<file path="config.mk">
export PLATFORM = sky130hd
export DESIGN_NAME = uart_tx_ctrl
export DESIGN_NICKNAME = d
export VERILOG_FILES = /design/src/rtl/uart_tx_ctrl.sv
export SDC_FILE = /design/constraint.sdc
export NUM_CORES = 1
export LEC_CHECK = 0
export BUFFER_PORTS_ARGS = -buffer_cell sky130_fd_sc_hd__buf_2
export CAP_MARGIN = 20
export CORE_ASPECT_RATIO = 0.7
export CORE_UTILIZATION = 37
export CTS_CLUSTER_SIZE = 14
export DETAILED_ROUTE_END_ITERATION = 8
export PLACE_DENSITY_LB_ADDON = 0.05
export SETUP_SLACK_MARGIN = 0.1
export SYNTH_ARGS = -nofsm -noshare
export SYNTH_HDL_FRONTEND = slang
export SYNTH_SLANG_ARGS = --single-unit
</file>
<file path="constraint.sdc">
create_clock -name clk -period 1.6 [get_ports clk]
set_clock_uncertainty 0.05 [all_clocks]
set_input_delay 0.24 -clock clk [delete_from_list [all_inputs] [get_ports clk]]
set_output_delay 0.24 -clock clk [all_outputs]
set_load 0.01 [all_outputs]
</file>
<file path="src/rtl/uart_tx_ctrl.sv">
// UART transmit controller. One serial bit is sent per clk edge (clk is the baud clock).
// A frame is a start bit, LSB-first data, an optional parity bit and a stop bit.
//
// state  | meaning
// IDLE   | line held at 1, waiting for Data_Valid
// START  | start bit (0) on the line
// DATA   | data bits, LSB first, one per cycle
// PARITY | parity bit taken from the external calculator
// STOP   | stop bit (1); a new request may be accepted here
module uart_tx_ctrl #(
    parameter int DATA_WIDTH = 8
) (
    input  logic                  clk,
    input  logic                  rst,
    input  logic [DATA_WIDTH-1:0] P_DATA,
    input  logic                  Data_Valid,
    input  logic                  PAR_EN,
    input  logic                  par_bit,
    output logic                  TX_OUT,
    output logic                  busy
);

    localparam int CW = (DATA_WIDTH > 1) ? $clog2(DATA_WIDTH) : 1;
    localparam logic [CW-1:0] LAST_BIT = CW'(DATA_WIDTH - 1);

    typedef enum logic [2:0] {
        IDLE   = 3'd0,
        START  = 3'd1,
        DATA   = 3'd2,
        PARITY = 3'd3,
        STOP   = 3'd4
    } state_t;

    state_t                state;
    logic [DATA_WIDTH-1:0] shift_reg;
    logic [CW-1:0]         bit_cnt;
    logic                  par_en_q;
    logic                  accept;

    assign accept = Data_Valid && ((state == IDLE) || (state == STOP));

    // Outputs are registered alongside the state, so each branch loads the
    // line value that belongs to the state being entered.
    always_ff @(posedge clk or negedge rst) begin
        if (!rst) begin
            state     <= IDLE;
            shift_reg <= '0;
            bit_cnt   <= '0;
            par_en_q  <= 1'b0;
            TX_OUT    <= 1'b1;
            busy      <= 1'b0;
        end else begin
            case (state)
                IDLE, STOP: begin
                    if (accept) begin
                        shift_reg <= P_DATA;
                        par_en_q  <= PAR_EN;
                        bit_cnt   <= '0;
                        state     <= START;
                        TX_OUT    <= 1'b0;
                        busy      <= 1'b1;
                    end else begin
                        state  <= IDLE;
                        TX_OUT <= 1'b1;
                        busy   <= 1'b0;
                    end
                end
                START: begin
                    state     <= DATA;
                    TX_OUT    <= shift_reg[0];
                    shift_reg <= shift_reg >> 1;
                    busy      <= 1'b1;
                end
                DATA: begin
                    if (bit_cnt == LAST_BIT) begin
                        if (par_en_q) begin
                            state  <= PARITY;
                            TX_OUT <= par_bit;
                            busy   <= 1'b1;
                        end else begin
                            state  <= STOP;
                            TX_OUT <= 1'b1;
                            busy   <= 1'b0;
                        end
                    end else begin
                        bit_cnt   <= bit_cnt + 1'b1;
                        TX_OUT    <= shift_reg[0];
                        shift_reg <= shift_reg >> 1;
                        busy      <= 1'b1;
                    end
                end
                PARITY: begin
                    state  <= STOP;
                    TX_OUT <= 1'b1;
                    busy   <= 1'b0;
                end
                default: begin
                    state  <= IDLE;
                    TX_OUT <= 1'b1;
                    busy   <= 1'b0;
                end
            endcase
        end
    end

endmodule

</file>
==> results.ini, run 1 <==
[timing]
hold_slack_ns = 0.1304
fmax_ghz = 0.6266
rsz0062_at_grt = yes
final_hold_viol_count = 0
drv_slew = 0
setup_tns_ns = 0
tightest_slew_ns = 0.3816
period_share_pct = 99.74
slew_headroom_pct = 74.56
setup-violations-final = 0
post-route-min-period_ns = 1.596
layout_setup_ws_ns = 0.004118

[routing]
antenna_left = 0
routed_wl_microns = 1855
drc = 0
routedWlPerCell_microns = 13.64
drtIter0Drc = 5
first_pass_iters = 2
routed-via-count = 640
avgViaCountPerCell = 4.706

[floorplan]
die_h_microns = 43.51
start_util_pct = 40.63
num_rows = 14
die_w_microns = 61.31
die_area_sq_mm = 0.002667
io_pins = 15
core_sq_mm = 0.002242

[final_layout]
nets = 120
areaGrowthSynthToFinish_pct = 39.15
diodes = 0
num-fill-cells = 208
final_layout_size_suffix_gt1_share_pct = 56.73
utilization_pct = 56.53
largest_reg_flops = 8

[synthesis]
synth.area.top_cells = dfrtp_1, mux2_2, mux2_1, mux2i_1, nand2b_1
yosysWarnings = 0
synth-edff-count = 0
yosys_most_used_dff = dfrtp_1
synth_seq_area_share_pct = 46.84
netlist_area_sq_um = 910.9
syn-num-nets = 90
yosys-top-cells-count = dfrtp_1, mux2_2, nor2_1
synth_most_common_cell = dfrtp_1
netlist-cell-type-count = 24
synth_top_area_share_pct = 43.96
async_reset_ff_share_pct = 100.0
syn_area_per_cell_sq_um = 12.14
synth_seq_cells = 17
syn_inst = 75
synth_area_leader_cell = dfrtp_1

[grt]
grt_overflow = 0
antenna_found_initial = 0
grt_pass1_wl_microns = 2946
grt_util_all_layers_pct = 16.00
grt_max_degree = 18
first_global_vias = 627

[setup_path]
regToRegSetupSlack_ns = 0.004
path_cells = ha_2, ha_4, o21a_1, nor2_4, mux2_4
arrival_ns = 1.73
cp.buffers_inverters = 0
start_kind = flip-flop
timing.rr.end = bit_cnt[0]
crit_slowest_cell = dfrtp_1
cp.required_ns = 1.74
endpoint_kind = flip-flop
cpPeakStageDelay_ns = 0.42
r2r_start = bit_cnt[1]
crit_family = flip-flops
path_class = reg2reg
ff2ff_path_depth = 5
cp_max_fo = 3
cp.depth = 5

[min_path]
hold_class = in2reg
min_from = PAR_EN
whs_path_depth = 2
min_to = par_en_q

[power]
report.power.total_w = 0.002626
vdd_drop_max_v = 0.0008811
powerDensity_mw_per_mm2 = 2072
leakage_nw = 0.6034

[placed_design]
pre_cts_slack_ns = -0.05028
numPortBuffers = 14
gp_congestion = 0.7186
dpl.hpwl_microns = 1250

[clocking]
clk_pin_slew_ns = 0.11
clkSinkCount = 17
htree_num_levels = 1
cts_tree = built
clockBufferDepth = 2
numCtsBuffers = 3
insertion_delay_ns = 0.30
cts_root_buf = clkbuf_4

[flow_run]
maxCapViolCount = 0

[status]
status = finished, final reports clean

-- cells in the final DEF, fill, tap and decap left out --
master,netlist,layout
mux2i_1,4,4
nand2_1,2,2
dfrtp_2,0,1
and2b_1,1,1
a21oi_2,0,2
a21oi_1,5,3
mux2_4,1,13
clkinv_2,0,1
mux2_2,8,1
a21oi_4,1,1
o32ai_1,1,1
o21bai_1,1,1
xnor2_4,1,1
buf_4,0,6
nor2_4,1,4
a21o_1,1,1
ha_4,0,1
buf_2,0,14
nor2b_4,0,1
o21a_1,1,1
nor2b_2,0,1
buf_6,2,4
and4bb_2,1,1
dfstp_2,1,1
dfrtp_1,16,15
inv_1,3,3
clkbuf_4,0,3
dlygate4sd3_1,0,1
buf_12,0,2
nand2b_1,6,6
ha_2,0,1
nor2_1,8,5
nand3_1,1,1
-- per-stage QoR --
stage	instance area, sq um	cells
floorplan	924.6	75
global placement	1072	127
detailed placement	1072	127
CTS	1235	135
global route	1267	136
finish	1267	136
-- timing repair --
item / 4_1_cts / 5_1_grt
resized for setup: 20 / 7
buffers inserted: 3 / 1
hold endpoints to repair: 16 / 0
hold buffers: 1 / 0
gates cloned: 0 / 0
pin swaps: 5 / 3
setup endpoints to repair: 14 / 15
-- worst max path at each step --
| stage | from | end | slack (ns) |
|---|---|---|---|
| 5_1_grt | bit_cnt[1] | bit_cnt[0] | -0.04 |
| 2_1_floorplan | state[0] | shift_reg[2] | 0.03 |
| 3_5_place_dp | state[0] | shift_reg[4] | -0.05 |
| 6_report | bit_cnt[1] | bit_cnt[0] | 0.004 |
| 3_3_place_gp | state[0] | shift_reg[4] | -0.05 |
| 4_1_cts | state[0] | shift_reg[4] | -0.0007 |
-- power by group --
| part | total [W] | internal, W | switching, W |
|---|---|---|---|
| clock | 0.000242 | 0.0000933 | 0.000149 |
| combinational | 0.00160 | 0.00100 | 0.000600 |
| sequential | 0.000783 | 0.000635 | 0.000147 |
| total | 0.00263 | 0.00173 | 0.000896 |
-- routing by layer --
layer | vias to the layer above | GRT usage (%) | part of all wire, %
li1 | 318 | - | -
met1 | 311 | 22.08 | 52
met2 | 11 | 24.13 | 43
met3 | 0 | 6.269 | 4.7
met4 | 0 | 2.727 | 0
met5 | - | 0 | 0
-- kinds of logic (layout without fill, tap and decap cells) --
| family | count (synthesis) | in the layout | synth area share [%] |
|---|---|---|---|
| AOI/OAI and AO/OA | 10 | 10 | 7.968 |
| DFF | 17 | 17 | 46.84 |
| and+or+nand+nor | 22 | 22 | 13.60 |
| buffers and inverters | 5 | 34 | 3.709 |
| xor gates and xnor gates | 1 | 1 | 3.022 |
| muxes | 18 | 18 | 22.12 |
| adders and majority gates | 2 | 2 | 2.747 |
-- cell type report --
type	count	area [sq um]	area share, %
Clock buffer	3	22.52	1.777
Sequential cell	17	427.9	33.76
Tap cell	32	40.04	3.159
Inverter	3	11.26	0.8884
Multi-Input combinational cell	53	550.5	43.44
Timing Repair Buffer	27	210.2	16.58
Clock inverter	1	5.005	0.3949
(Power assumes the default switching activity.)
==> inputs of run 2 (changes only) <==
--- a/config.mk
+++ b/config.mk
@@ -12,7 +12,9 @@
 export CTS_CLUSTER_SIZE = 14
 export DETAILED_ROUTE_END_ITERATION = 8
 export PLACE_DENSITY_LB_ADDON = 0.05
+export RECOVER_POWER = 25
 export SETUP_SLACK_MARGIN = 0.1
+export SKIP_LAST_GASP = 1
 export SYNTH_ARGS = -nofsm -noshare
 export SYNTH_HDL_FRONTEND = slang
 export SYNTH_SLANG_ARGS = --single-unit
==> run 2 against run 1 <==
Hold slack gained 0.00052 ns. Largest cell class unchanged. Routed wire length grew 1.1%. Power shrank 1.3%. Highest routed layer unchanged. Count of clock-buffer cells in the layout is the same. Clock power is essentially flat. Final area shrank 1.3%. Die area is the same. Worst setup slack gained 0.013 ns. Core utilization shrank 0.73 points.
==> results.ini, run 2 (synthesized netlist as in run 1, its figures left out) <==
[setup_path]
endpoint_kind = flip-flop
start_kind = flip-flop
path_class = reg2reg
cp.required_ns = 1.74  ; about the same
ff2ff_path_depth = 5  ; unchanged
cp_max_fo = 3  ; unchanged
arrival_ns = 1.72  ; about the same

[routing]
routed_wl_microns = 1876  ; +1.1%
routedWlPerCell_microns = 13.69  ; +0.39%
first_pass_iters = 4  ; +2
antenna_left = 0  ; unchanged
drc = 0  ; unchanged
avgViaCountPerCell = 4.730  ; +0.51%
drtIter0Drc = 8  ; +3
routed-via-count = 648  ; +1.3%

[final_layout]
diodes = 0  ; unchanged
final_layout_size_suffix_gt1_share_pct = 54.29  ; -2.4 points
largest_reg_flops = 8  ; unchanged
areaGrowthSynthToFinish_pct = 37.36
layout_common_cells = dfrtp_1, mux2_4, buf_2
nets = 121  ; +0.83%
final_common_cell = dfrtp_1

[clocking]
clk_pin_slew_ns = 0.11  ; about the same
numCtsBuffers = 3  ; unchanged
cts_root_buf = clkbuf_4
htree_num_levels = 1  ; unchanged
insertion_delay_ns = 0.30  ; about the same
cts_tree = built
clkSinkCount = 17  ; unchanged
clockBufferDepth = 2  ; unchanged

[grt]
grt_pass1_wl_microns = 2911  ; -1.2%
first_global_vias = 622  ; -0.80%
grt_overflow = 0  ; unchanged
grt_max_degree = 18  ; unchanged
grt_util_all_layers_pct = 15.75  ; -0.25 points
antenna_found_initial = 0  ; unchanged

[placed_design]
dpl.hpwl_microns = 1250  ; unchanged
pre_cts_slack_ns = -0.05028  ; unchanged
numPortBuffers = 14  ; unchanged
gp_congestion = 0.7186  ; unchanged

[flow_run]
maxCapViolCount = 0  ; unchanged

[floorplan]
num_rows = 14  ; unchanged
start_util_pct = 40.63  ; unchanged
io_pins = 15  ; unchanged
core_sq_mm = 0.002242  ; unchanged
die_w_microns = 61.31  ; unchanged
die_area_sq_mm = 0.002667  ; unchanged
die_h_microns = 43.51  ; unchanged

[timing]
drv_slew = 0  ; unchanged
fmax_ghz = 0.6316  ; +0.79%
rsz0062_at_grt = yes
slew_headroom_pct = 39.01  ; -36 points
hold_slack_ns = 0.1309  ; +0.0005240 ns
post-route-min-period_ns = 1.583  ; -0.01256 ns
layout_setup_ws_ns = 0.01668  ; +0.01256 ns
final_hold_viol_count = 0  ; unchanged
setup-violations-final = 0  ; unchanged
setup_tns_ns = 0  ; unchanged
tightest_slew_ns = 0.9149  ; +0.5333 ns
period_share_pct = 98.96  ; -0.78 points

[power]
report.power.total_w = 0.002593  ; -1.3%
vdd_drop_max_v = 0.0008798  ; -0.15%
powerDensity_mw_per_mm2 = 2072  ; about the same
net-switching-power_w = 0.0008834  ; -1.4%
clockPowerShare_pct = 9.3  ; about the same
seq_power_share_pct = 30.1  ; +0.3 points
internal_power_w = 0.001710  ; -1.2%
switching_share_pct = 34.07  ; -0.056 points
leakage_nw = 0.5986  ; -0.80%
combPwrFrac_pct = 60.6  ; -0.4 points

[min_path]
hold_class = in2reg
whs_path_depth = 2  ; unchanged

[status]
status = finished, final reports clean

==> run 2: power groups by stage <==
stage | clock [W] | sequential, W | combinational [W]
floorplan | 0 | 0.000733 | 0.000860
global placement | 0 | 0.000773 | 0.00110
detailed placement | 0 | 0.000776 | 0.00110
CTS | 0.000258 | 0.000772 | 0.00152
global route | 0.000269 | 0.000808 | 0.00168
finish | 0.000242 | 0.000781 | 0.00157
==> run 2: final timing paths <==
check | start | end | slack [ns]
max in group asynchronous | rst | state[0] | 0.36
worst max-delay path | bit_cnt[1] | bit_cnt[0] | 0.02
worst min-delay path | PAR_EN | par_en_q | 0.13
min in group asynchronous | rst | busy | 0.52
worst min register to register | shift_reg[7] | shift_reg[7] | 0.47
worst max register to register | bit_cnt[1] | bit_cnt[0] | 0.02
==> run 2: routing by layer <==
metal | up-vias | part of all wire (%) | track usage, % | routed length, microns
met5 | - | 0 | 0 | 0
met3 | 0 | 4.9 | 6.269 | 91
li1 | 317 | - | - | -
met4 | 0 | 0 | 2.727 | 0
met2 | 15 | 43 | 23.48 | 798
met1 | 316 | 53 | 21.89 | 986
==> run 2: metrics by stage <==
step | area [sq um] | std cells | util [%]
after CTS | 1224 | 135 | 54.58
after global placement | 1072 | 127 | 47.82
final | 1251 | 137 | 55.80
after detailed placement | 1072 | 127 | 47.82
after floorplan | 924.6 | 75 | -
after global routing | 1251 | 137 | 55.80
==> run 2: cell type report <==
cell class / instances / area, sq um
Fill cell: 214 / 991.0
Multi-Input combinational cell: 53 / 539.3
Sequential cell: 17 / 427.9
Timing Repair Buffer: 28 / 205.2
Tap cell: 32 / 40.04
Clock buffer: 3 / 22.52
Inverter: 3 / 11.26
Clock inverter: 1 / 5.005
==> run 2: worst max-delay path: stages (launching register included) <==
cell and delay [ns]:
dfrtp_1 0.42, ha_2 0.19, ha_4 0.17, o21a_1 0.21, nor2_4 0.11, mux2_4 0.31
==> run 2: what timing repair did <==
| action | in CTS | in global routing |
|---|---|---|
| gates resized for setup | 17 | 4 |
| hold buffers | 1 | 0 |
| setup endpoints to repair | 14 | 15 |
| pin swaps | 5 | 5 |
| buffers inserted | 3 | 2 |
| hold endpoints to repair | 16 | 0 |
==> inputs of run 3 (changes only) <==
--- a/config.mk
+++ b/config.mk
@@ -11,7 +11,7 @@
 export CORE_UTILIZATION = 37
 export CTS_CLUSTER_SIZE = 14
 export DETAILED_ROUTE_END_ITERATION = 8
-export PLACE_DENSITY_LB_ADDON = 0.05
+export PLACE_DENSITY = 0.68
 export RECOVER_POWER = 25
 export SETUP_SLACK_MARGIN = 0.1
 export SKIP_LAST_GASP = 1
==> run 3 against run 2 <==
The run now ends with setup timing left. Core utilization is 2.1 points lower. Maximum frequency is 1.8% lower. Power is 12% lower. Highest routed layer is now met4. Non-clock buffer count stayed put. Cell count stayed put. Via count is 0.77% lower. Global-route usage is 0.076 points lower. Die area stayed put. Hold slack worse by 0.0054 ns. Worst setup slack worse by 0.030 ns. Routed wire length is 11% lower. Count of clock-buffer cells in the layout stayed put.
==> results.ini, run 3 (synthesized netlist as in run 1, its figures left out) <==
[status]
status = complete, but fails checks
violations = setup timing

[routing]
top_layer = met4
routed-via-count = 643  ; -0.77%
wl_met1_microns = 837  ; -15%
avgViaCountPerCell = 4.693  ; -0.77%
drc = 0  ; unchanged
routed_wl_microns = 1677  ; -11%
drtIter0Drc = 18  ; +10
routed-wl-met3_microns = 65  ; -29%
antenna_left = 0  ; unchanged
wl_met2_microns = 763  ; -4.4%
first_pass_iters = 4  ; unchanged
routedWlPerCell_microns = 12.24  ; -11%

[setup_path]
regToRegSetupSlack_ns = -0.01  ; -0.03 ns
cp.required_ns = 1.73  ; about the same
cp_max_fo = 7  ; +4
critical_path.startpoint = state[1]
endpoint_kind = flip-flop
arrival_ns = 1.74  ; +0.02 ns
crit_slowest_cell = dfrtp_2
start_kind = flip-flop
timing.rr.end = shift_reg[2]
path_class = reg2reg
r2r_start = state[1]
ff2ff_path_depth = 4  ; -1
path_cells = xnor2_4, nor2_4, mux2_1, mux2_2
cpPeakStageDelay_ns = 0.48  ; +0.06 ns

[clocking]
clk_pin_slew_ns = 0.10  ; about the same
clkSinkCount = 17  ; unchanged
htree_num_levels = 1  ; unchanged
cts_root_buf = clkbuf_4
cts_tree = built
insertion_delay_ns = 0.29  ; about the same
numCtsBuffers = 3  ; unchanged
clockBufferDepth = 2  ; unchanged

[min_path]
min_to = par_en_q
whs_path_depth = 2  ; unchanged
hold_class = in2reg
min_from = PAR_EN

[grt]
grt_overflow = 0  ; unchanged
antenna_found_initial = 0  ; unchanged
grt_util_all_layers_pct = 15.67  ; -0.076 points
first_global_vias = 679  ; +9.2%
grt_pass1_wl_microns = 2980  ; +2.4%
grt_max_degree = 18  ; unchanged

[timing]
tightest_slew_ns = 0.9310  ; +0.01613 ns
setup-violations-final = 3  ; +3
hold_slack_ns = 0.1255  ; -0.005436 ns
period_share_pct = 100.8  ; +1.9 points
rsz0062_at_grt = yes
final_hold_viol_count = 0  ; unchanged
post-route-min-period_ns = 1.613  ; +0.02982 ns
drv_slew = 0  ; unchanged
slew_headroom_pct = 37.93  ; -1.1 points
layout_setup_ws_ns = -0.01314  ; -0.02982 ns
setup_tns_ns = -0.02016  ; -0.02016 ns
fmax_ghz = 0.6199  ; -1.8%

[final_layout]
final_cells = 137  ; unchanged
seq_area_sq_um = 429.2  ; +0.29%
num-fill-cells = 196  ; -8.4%
diodes = 0  ; unchanged
largest_reg_flops = 8  ; unchanged
areaGrowthSynthToFinish_pct = 32.14
nets = 121  ; unchanged
final_layout_size_suffix_gt1_share_pct = 52.38  ; -1.9 points
final_common_cell = dfrtp_1
multi_input_area_sq_um = 508.0  ; -5.8%
layout_common_cells = dfrtp_1, buf_2, buf_4

[floorplan]
die_h_microns = 43.51  ; unchanged
num_rows = 14  ; unchanged
core_sq_mm = 0.002242  ; unchanged
die_area_sq_mm = 0.002667  ; unchanged
start_util_pct = 40.63  ; unchanged
die_w_microns = 61.31  ; unchanged
io_pins = 15  ; unchanged

[power]
leakage_nw = 0.5522  ; -7.8%
internal_power_w = 0.001480  ; -13%
net-switching-power_w = 0.0007983  ; -9.6%
clockPowerShare_pct = 9.9  ; +0.6 points
powerDensity_mw_per_mm2 = 1893  ; -8.7%
seq_power_share_pct = 34.5  ; +4.4 points
vdd_drop_max_v = 0.0008808  ; +0.11%
combPwrFrac_pct = 55.6  ; -5.0 points
switching_share_pct = 35.04  ; +0.97 points

[placed_design]
pre_cts_slack_ns = -0.03743  ; +0.01285 ns
dpl.hpwl_microns = 1197  ; -4.2%
placed_cells = 127  ; unchanged
gp_congestion = 0.7831  ; +9.0%
numPortBuffers = 14  ; unchanged

[flow_run]
maxCapViolCount = 0  ; unchanged

[run 3: cell types whose count changed in the layout (fill, tap and decap cells not counted)]
cell      delta
nor2b_2      -1
dfrtp_2      +1
mux2_2       +6
dfrtp_1      -1
buf_12       -2
nor2b_1      +1
buf_6        +2
mux2_4      -11
nand2b_4     +1
mux2_1       +5
nand2b_1     -1
nor2_1       -2
nor2_2       +2
[run 3: power by group through the flow]
stage	Combinational, W	Sequential (W)	Clock (W)
after floorplan	0.000860	0.000733	0
after global placement	0.00107	0.000773	0
after detailed placement	0.00110	0.000783	0
after CTS	0.00122	0.000776	0.000235
after global routing	0.00138	0.000808	0.000262
final	0.00127	0.000786	0.000225
[run 3: cell type report]
type | instances | share of cell area, %
timing repair buffer | 28 | 15.59
multi-input combinational | 53 | 42.20
sequential | 17 | 35.66
tap | 32 | 3.326
inverter | 3 | 0.9356
clock inverter | 1 | 0.4158
clock buffer | 3 | 1.871
[run 3: worst max-delay path by stage]
stage                   end  slack (ns)  cells after the start
5_1_grt        shift_reg[2]       -0.07                      4
6_report       shift_reg[2]       -0.01                      4
2_1_floorplan  shift_reg[2]        0.03                      5
3_5_place_dp   shift_reg[5]       -0.04                      4
4_1_cts        shift_reg[2]       -0.03                      4
3_3_place_gp   shift_reg[4]       -0.03                      4
[run 3: layer usage]
layer	up-vias	global-route usage, %
met3	2	6.269
met1	311	20.00
met4	0	2.727
met5	-	0
li1	319	-
met2	11	25.43
[run 3: timing repair]
item	4_1_cts	5_1_grt
cloned	0	0
resized for setup	8	7
hold buffers	1	0
endpoints found under the hold margin	16	0
buffers inserted	5	1
pin swaps	4	6
setup endpoints to repair	12	12
[run 3: metrics by stage]
step	total power, W	cell area (sq um)	utilization, %
2_1_floorplan	0.001593	924.6	-
3_3_place_gp	0.001843	1072	47.82
3_5_place_dp	0.001880	1072	47.82
4_1_cts	0.002236	1180	52.62
5_1_grt	0.002453	1204	53.68
6_report	0.002278	1204	53.68
[run 3: critical path: cells and delay by family (launching register included)]
family / cells / cell delay (ns)
xor gates and xnor gates: 1 / 0.16
DFF: 1 / 0.48
muxes: 2 / 0.61
and+or+nand+nor: 1 / 0.20
